`src/rtl/clk_rst_seq_pkg.sv`:
```
// ---------------------------------------------------------------------------
// clk_rst_seq_pkg
// Shared definitions for the clock-enable / reset sequencer:
//   - seq_state_t : sequencer FSM states
//   - cnt_width() : bit width needed for a counter that must hold max_val
//   - *_MIN/*_MAX : legal parameter ranges, checked at elaboration by the top
// ---------------------------------------------------------------------------
package clk_rst_seq_pkg;

    typedef enum logic [1:0] {
        WAIT_LOCK = 2'd0,
        FILTER    = 2'd1,
        SEQ       = 2'd2,
        RUN       = 2'd3
    } seq_state_t;

    localparam int NUM_CH_MIN    = 1;
    localparam int NUM_CH_MAX    = 8;
    localparam int DIV_W_MIN     = 1;
    localparam int LOCK_FILT_MIN = 2;
    localparam int SEQ_GAP_MIN   = 1;

    // Width of a counter that has to reach max_val; never narrower than 1 bit.
    function automatic int cnt_width(input int max_val);
        return (max_val < 1) ? 1 : $clog2(max_val + 1);
    endfunction

endpackage

```
`src/rtl/clk_en_div.sv`:
```
// ---------------------------------------------------------------------------
// clk_en_div
// One channel's clock-enable divider. While held, the count sits at 0 and no
// enable is produced. Once released, ce pulses for one cycle every N cycles,
// where N is the ratio input with 0 treated as 1 (N=1 gives ce constantly 1).
// The count is compared against the live ratio, so a ratio change applies to
// the count in progress and a lowered ratio wraps on the next edge.
//
// Ports:
//   clock : sole clock
//   reset : synchronous active-high reset
//   hold  : keep the divider cleared (channel domain in reset)
//   ratio : divide ratio N
//   ce    : registered single-cycle clock-enable
// ---------------------------------------------------------------------------
module clk_en_div #(
    parameter int DIV_W = 8
) (
    input  logic             clock,
    input  logic             reset,
    input  logic             hold,
    input  logic [DIV_W-1:0] ratio,
    output logic             ce
);

    logic [DIV_W-1:0] count;
    logic [DIV_W-1:0] terminal;

    // Terminal count is N-1; a ratio of 0 behaves as 1, so its terminal is 0.
    assign terminal = (ratio == '0) ? '0 : ratio - 1'b1;

    // The >= test (rather than ==) lets a count that is already past a newly
    // lowered terminal wrap immediately instead of running round the full range.
    always_ff @(posedge clock) begin
        if (reset || hold) begin
            count <= '0;
            ce    <= 1'b0;
        end else if (count >= terminal) begin
            count <= '0;
            ce    <= 1'b1;
        end else begin
            count <= count + 1'b1;
            ce    <= 1'b0;
        end
    end

endmodule

```
`src/rtl/clk_rst_seq.sv`:
```
// ---------------------------------------------------------------------------
// clk_rst_seq
// Qualifies the PLL lock, then releases the per-channel domain resets one at a
// time SEQ_GAP cycles apart and runs a clock-enable divider for each channel.
// Losing lock after qualification started puts every channel back in reset
// and sets a sticky LOCK_LOST flag.
//
// Ports:
//   CLK0      : sole clock (PLL global clock)
//   RST       : synchronous active-high reset
//   LOCK_IN   : raw PLL lock, asynchronous to CLK0
//   DIV_RATIO : per-channel divide ratios, slice i belongs to channel i
//   CLR_LOST  : clears LOCK_LOST
//   CE        : per-channel clock-enable pulses
//   RST_OUT   : per-channel synchronous active-high domain resets
//   LOCK_OK   : lock qualified and all channels released
//   LOCK_LOST : sticky lock-dropped flag
// ---------------------------------------------------------------------------
module clk_rst_seq
    import clk_rst_seq_pkg::*;
#(
    parameter int NUM_CH    = 4,
    parameter int DIV_W     = 8,
    parameter int LOCK_FILT = 1024,
    parameter int SEQ_GAP   = 16
) (
    input  logic                    CLK0,
    input  logic                    RST,
    input  logic                    LOCK_IN,
    input  logic [NUM_CH*DIV_W-1:0] DIV_RATIO,
    input  logic                    CLR_LOST,
    output logic [NUM_CH-1:0]       CE,
    output logic [NUM_CH-1:0]       RST_OUT,
    output logic                    LOCK_OK,
    output logic                    LOCK_LOST
);

    if (NUM_CH < NUM_CH_MIN || NUM_CH > NUM_CH_MAX || DIV_W < DIV_W_MIN ||
        LOCK_FILT < LOCK_FILT_MIN || SEQ_GAP < SEQ_GAP_MIN) begin : g_param_check
        $error("clk_rst_seq: parameter out of range");
    end

    // The sequence counter counts cycles since SEQ entry; the last channel is
    // released at LAST_REL and the FSM moves to RUN one cycle later.
    localparam int LAST_REL = (NUM_CH - 1) * SEQ_GAP;
    localparam int FILT_W   = cnt_width(LOCK_FILT - 1);
    localparam int SEQ_W    = cnt_width(LAST_REL + 1);

    localparam logic [FILT_W-1:0] FILT_TERM = FILT_W'(LOCK_FILT - 1);
    localparam logic [SEQ_W-1:0]  SEQ_TERM  = SEQ_W'(LAST_REL + 1);

    logic              lock_meta;
    logic              lock_s;
    seq_state_t        state;
    seq_state_t        state_next;
    logic [FILT_W-1:0] filt_cnt;
    logic [FILT_W-1:0] filt_cnt_next;
    logic [SEQ_W-1:0]  seq_cnt;
    logic [SEQ_W-1:0]  seq_cnt_next;
    logic [NUM_CH-1:0] rst_out_q;
    logic [NUM_CH-1:0] rst_out_next;
    logic              lock_ok_q;
    logic              lock_ok_next;
    logic              lock_lost_q;
    logic              lost_set;
    logic [NUM_CH-1:0] ce_q;

    // Two-flop synchroniser for the asynchronous PLL lock; lock_s is the
    // only form of the lock the rest of the design looks at.
    always_ff @(posedge CLK0) begin
        if (RST) begin
            lock_meta <= 1'b0;
            lock_s    <= 1'b0;
        end else begin
            lock_meta <= LOCK_IN;
            lock_s    <= lock_meta;
        end
    end

    // Next-state logic. Everything defaults to the "no lock" picture (all
    // channels in reset, counters cleared), so a lock drop in any state only
    // has to pick WAIT_LOCK and decide whether that counts as a lost lock.
    // Channel 0 is released on the very edge that enters SEQ, which is why
    // the sequence counter starts at 1 there.
    always_comb begin
        state_next    = state;
        filt_cnt_next = '0;
        seq_cnt_next  = '0;
        rst_out_next  = '1;
        lock_ok_next  = 1'b0;
        lost_set      = 1'b0;

        if (!lock_s) begin
            state_next = WAIT_LOCK;
            lost_set   = (state != WAIT_LOCK);
        end else begin
            case (state)
                WAIT_LOCK: begin
                    state_next = FILTER;
                end
                FILTER: begin
                    if (filt_cnt == FILT_TERM) begin
                        state_next      = SEQ;
                        seq_cnt_next    = SEQ_W'(1);
                        rst_out_next[0] = 1'b0;
                    end else begin
                        filt_cnt_next = filt_cnt + 1'b1;
                    end
                end
                SEQ: begin
                    if (seq_cnt == SEQ_TERM) begin
                        state_next   = RUN;
                        rst_out_next = '0;
                        lock_ok_next = 1'b1;
                    end else begin
                        seq_cnt_next = seq_cnt + 1'b1;
                        for (int i = 0; i < NUM_CH; i++) begin
                            rst_out_next[i] = !(int'(seq_cnt) >= i * SEQ_GAP);
                        end
                    end
                end
                RUN: begin
                    rst_out_next = '0;
                    lock_ok_next = 1'b1;
                end
                default: begin
                    state_next = WAIT_LOCK;
                end
            endcase
        end
    end

    // State, counters and registered outputs. A lock drop that coincides
    // with CLR_LOST keeps LOCK_LOST set so the event is never missed.
    always_ff @(posedge CLK0) begin
        if (RST) begin
            state       <= WAIT_LOCK;
            filt_cnt    <= '0;
            seq_cnt     <= '0;
            rst_out_q   <= '1;
            lock_ok_q   <= 1'b0;
            lock_lost_q <= 1'b0;
        end else begin
            state     <= state_next;
            filt_cnt  <= filt_cnt_next;
            seq_cnt   <= seq_cnt_next;
            rst_out_q <= rst_out_next;
            lock_ok_q <= lock_ok_next;
            if (lost_set) begin
                lock_lost_q <= 1'b1;
            end else if (CLR_LOST) begin
                lock_lost_q <= 1'b0;
            end
        end
    end

    // Each divider is held while its domain reset is asserted now or is about
    // to be asserted; the second term makes CE drop on the same edge as
    // RST_OUT rises after a lock loss, and the first keeps the first enable a
    // full ratio period after RST_OUT falls.
    for (genvar g = 0; g < NUM_CH; g++) begin : g_ch
        clk_en_div #(
            .DIV_W (DIV_W)
        ) u_div (
            .clock (CLK0),
            .reset (RST),
            .hold  (rst_out_q[g] | rst_out_next[g]),
            .ratio (DIV_RATIO[g*DIV_W +: DIV_W]),
            .ce    (ce_q[g])
        );
    end

    assign CE        = ce_q;
    assign RST_OUT   = rst_out_q;
    assign LOCK_OK   = lock_ok_q;
    assign LOCK_LOST = lock_lost_q;

endmodule

```
`config.mk`:
```
export PLATFORM = sky130hd
export DESIGN_NAME = clk_rst_seq
export DESIGN_NICKNAME = d
export VERILOG_FILES = /design/src/rtl/clk_rst_seq_pkg.sv /design/src/rtl/clk_en_div.sv /design/src/rtl/clk_rst_seq.sv
export SDC_FILE = /design/constraint.sdc
export NUM_CORES = 1
export LEC_CHECK = 0
export ABC_AREA = 0
export CORE_MARGIN = 2
export CORE_UTILIZATION = 52
export CTS_BUF_LIST = sky130_fd_sc_hd__clkbuf_4 sky130_fd_sc_hd__clkbuf_8
export DETAILED_ROUTE_END_ITERATION = 6
export PLACE_DENSITY = 0.76
export SETUP_SLACK_MARGIN = 0.05
export SLEW_MARGIN = 20
export SYNTH_ARGS = -nofsm -noshare
export SYNTH_HDL_FRONTEND = slang
export SYNTH_SLANG_ARGS = --single-unit
```
`constraint.sdc`:
```
create_clock -name CLK0 -period 3.3 [get_ports CLK0]
set_clock_uncertainty 0.2 [all_clocks]
set_input_delay 0.495 -clock CLK0 [delete_from_list [all_inputs] [get_ports CLK0]]
set_output_delay 0.495 -clock CLK0 [all_outputs]
set_load 0.005 [all_outputs]
```
==> reports/metrics.cfg <==
[synth]
synth_edf_count = 0
synthXorXnorAreaFrac = 0.110
synthAdderAreaFrac = 0.163
seq_area_frac_synth = 0.331
synth-seq-cells = 62
synthFlopType = dfxtp_1
synthSimpleGateAreaFrac = 0.257
synth_cells = 440
async_reset_ff_frac = 0
synth_nets = 525
syn_area_sq_um = 3750
synth_top_family_by_area = simple AND/OR/NAND/NOR gates
synth_mux_area_frac = 0.00834
ys_types = 45
synth_compound_area_frac = 0.0964
ys_warn_count = 0
synth_area_per_cell_sq_um = 8.52

[timing]
period_share = 0.962
finalHoldViolations = 0
holdWs_ps = 245
final.setup.worst_slack_ps = 124
slew_headroom = 0.595
rsz0062_at_grt = true
fmaxAchievable_ghz = 0.315
timing_worst_slew_pin_value_ps = 605
finalMaxSlewViolations = 0
period_needed_ps = 3180
setup_viol = 0

[cts]
cts_tree = yes
clkSinkCount = 62
clock_latency_ps = 340
postCtsHoldBufs = 0
htree_levels = 3
cts.clk_slew.worst_paths_ps = 70
cts-buffers-inserted = 9
root_buffer = clkbuf_8
clockBufferDepth = 2

[pwr]
power_switching_uw = 363
power_frac_comb = 0.119
seqPwrFrac = 0.464
ir_drop_v = 0.000370
p_int_mw = 1.26
p_per_area_nw_per_um2 = 331
switching_share = 0.224
p_leak_nw = 2.06
p_clk_frac = 0.418

[global_routing]
grt.total_usage = 0.209
grt_max_degree = 12
first_global_vias = 3119
antenna_found_initial = 0
grt_remaining_overflow = 0
grt_first_pass_wirelength_um = 13000

[min_path]
hold_depth = 1
hold_start = lock_meta
worstHoldEndpoint = lock_s
hp-class = reg -> reg

[detailed_routing]
post_drt_via_cell_ratio = 5.13
vias = 3203
drc = 0
firstDrtPassIters = 4
wl_um = 7850
drtAntennaViolNets = 0
drtIter0Drc = 82
wl_per_cell_um = 12.6

[final_layout]
stdcell_area_sq_um = 4900
utilization = 0.713
synthToLayoutAreaGrowth_pct = 30.7
finalNetCount = 608
stdcell_count = 624
multiInputGateArea_sq_um = 2570
fill_cells = 562
drive_gt1_frac = 0.174
seqCellArea_sq_um = 1240
antenna_cells = 0

[setup_path]
crit_chain = clkbuf_2 > or3_4 > or3_4 > or3b_4 > and2_4 > ha_4 > nand2b_4 > a2111oi_4 > o31ai_2 > or3_4 > nor2_2
criticalPathCategory = in -> reg
critPathRequiredTime_ps = 3370
worstSetupEndpointType = register
crit_path_top_delay_cell = or3_4
ff2ff_path_depth = 7
start_kind = input pin
critPathMaxStageDelay_ps = 460
r2r-end = g_ch[0].u_div.count[3]
r2r-start = g_ch[0].u_div.count[0]
cp_max_fo = 8
critical_path_arrival_ps = 3250
regToRegSetupSlack_ps = 1090
cp_common_cell = or3_4

[placed_design]
dp_slack_ps = -645
place_inst = 604
dp_hpwl_um = 5850
routabilityCongestion = 0.864
placed_area_sq_um = 4550
portBuffers = 45

[outcome]
status = completed

[floorplanning]
placementRows = 30
fp.dieW_um = 88.9
ios = 46
dieArea_sq_um = 7910
fp.coreArea_sq_um = 6870
initial_utilization = 0.546
fp.dieH_um = 88.9

[run]
drv_cap = 0

-- power groups by stage --
stage | logic, mW | registers, mW | clock network, mW
2_1_floorplan | 0.0835 | 0.768 | 0
3_3_place_gp | 0.171 | 0.768 | 0
3_5_place_dp | 0.177 | 0.768 | 0
4_1_cts | 0.181 | 0.751 | 0.690
5_1_grt | 0.215 | 0.751 | 0.726
6_report | 0.192 | 0.751 | 0.676
-- critical path, delay by kind of cell --
kind / cells / cell delay (ps)
compound gates: 2 / 450
fa+ha+maj: 1 / 200
buf+inv: 1 / 90
simple gates: 7 / 2000
-- routing by layer --
metal,routed length (um),global-route usage,vias to the layer above
met5,0,0,-
li1,-,-,1690
met1,3690,0.259,1458
met2,3840,0.360,43
met4,133,0.0854,0
met3,189,0.0379,12
-- flip-flops by register name (all words and copies together) (netlist names) --
register	flops
seq_cnt	6
g_ch.u_div.count	32
lock_meta	1
filt_cnt	10
lock_s	1
RST_OUT	4
LOCK_OK	1
g_ch.u_div.ce	4
state	2
LOCK_LOST	1
-- worst max-delay path by stage --
stage,start,endpoint,slack [ps],depth (start not counted)
floorplan,DIV_RATIO[2],g_ch[0].u_div.count[0],-40,11
global placement,DIV_RATIO[2],g_ch[0].u_div.count[0],-540,11
detailed placement,DIV_RATIO[2],g_ch[0].u_div.count[7],-640,11
CTS,DIV_RATIO[3],g_ch[0].u_div.count[4],50,11
global route,DIV_RATIO[2],g_ch[0].u_div.count[3],40,11
finish,DIV_RATIO[2],g_ch[0].u_div.count[3],120,11
-- what timing repair did --
action | 4_1_cts | 5_1_grt
endpoints found under the setup margin | 24 | 24
endpoints found under the hold margin | 0 | 0
resized for setup | 18 | 32
buffers inserted | 3 | 1
pin swaps | 19 | 24
-- placed cells by master, fill, tap and decap left out, types with 5 or more instances in the layout --
master	instances
nand2_1	29
clkbuf_8	11
ha_1	43
clkdlybuf4s50_1	37
dfxtp_1	62
buf_4	33
o21ai_0	8
or3_4	7
nand4_1	5
xor2_1	35
clkbuf_2	5
nor2b_1	7
and3_1	10
nand2b_1	6
a21oi_1	18
or3_1	5
nand3_1	29
xnor2_1	12
nor2_1	56
nor3_1	14
inv_1	22
-- logic make-up (layout without fill, tap and decap cells) --
group	count (synthesis)	in the layout
flip-flops	62	62
buffers and inverters	29	117
multiplexers	3	3
AND/OR/NAND/NOR	194	194
AO/OA/AOI/OAI	56	56
adder cells (fa/ha/maj)	49	49
XOR/XNOR	47	47
-- synthesized netlist by cell type (12+ instances only) --
cell / number / area, sq um
ha_1: 49 / 613
a21oi_1: 19 / 95.1
xor2_1: 35 / 307
nor2_1: 59 / 221
nand2_1: 29 / 109
inv_1: 23 / 86.3
nor3_1: 14 / 70.1
or3_1: 12 / 75.1
xnor2_1: 12 / 105
dfxtp_1: 62 / 1240
nand3_1: 29 / 145
-- final cells by class --
cell class	count	share of cell area
multi-input combinational	349	0.524
sequential	62	0.253
timing repair buffer	78	0.139
clock buffer	12	0.0324
tap	96	0.0245
inverter	23	0.0176
clock inverter	4	0.00919
-- through the flow --
step	total power, mW	TNS [ps]
final	1.62	0
after global placement	0.939	-10340
after CTS	1.62	0
after detailed placement	0.945	-13100
after floorplan	0.851	-212
after global routing	1.69	0
No activity file was read; power rests on OpenSTA's default activity.
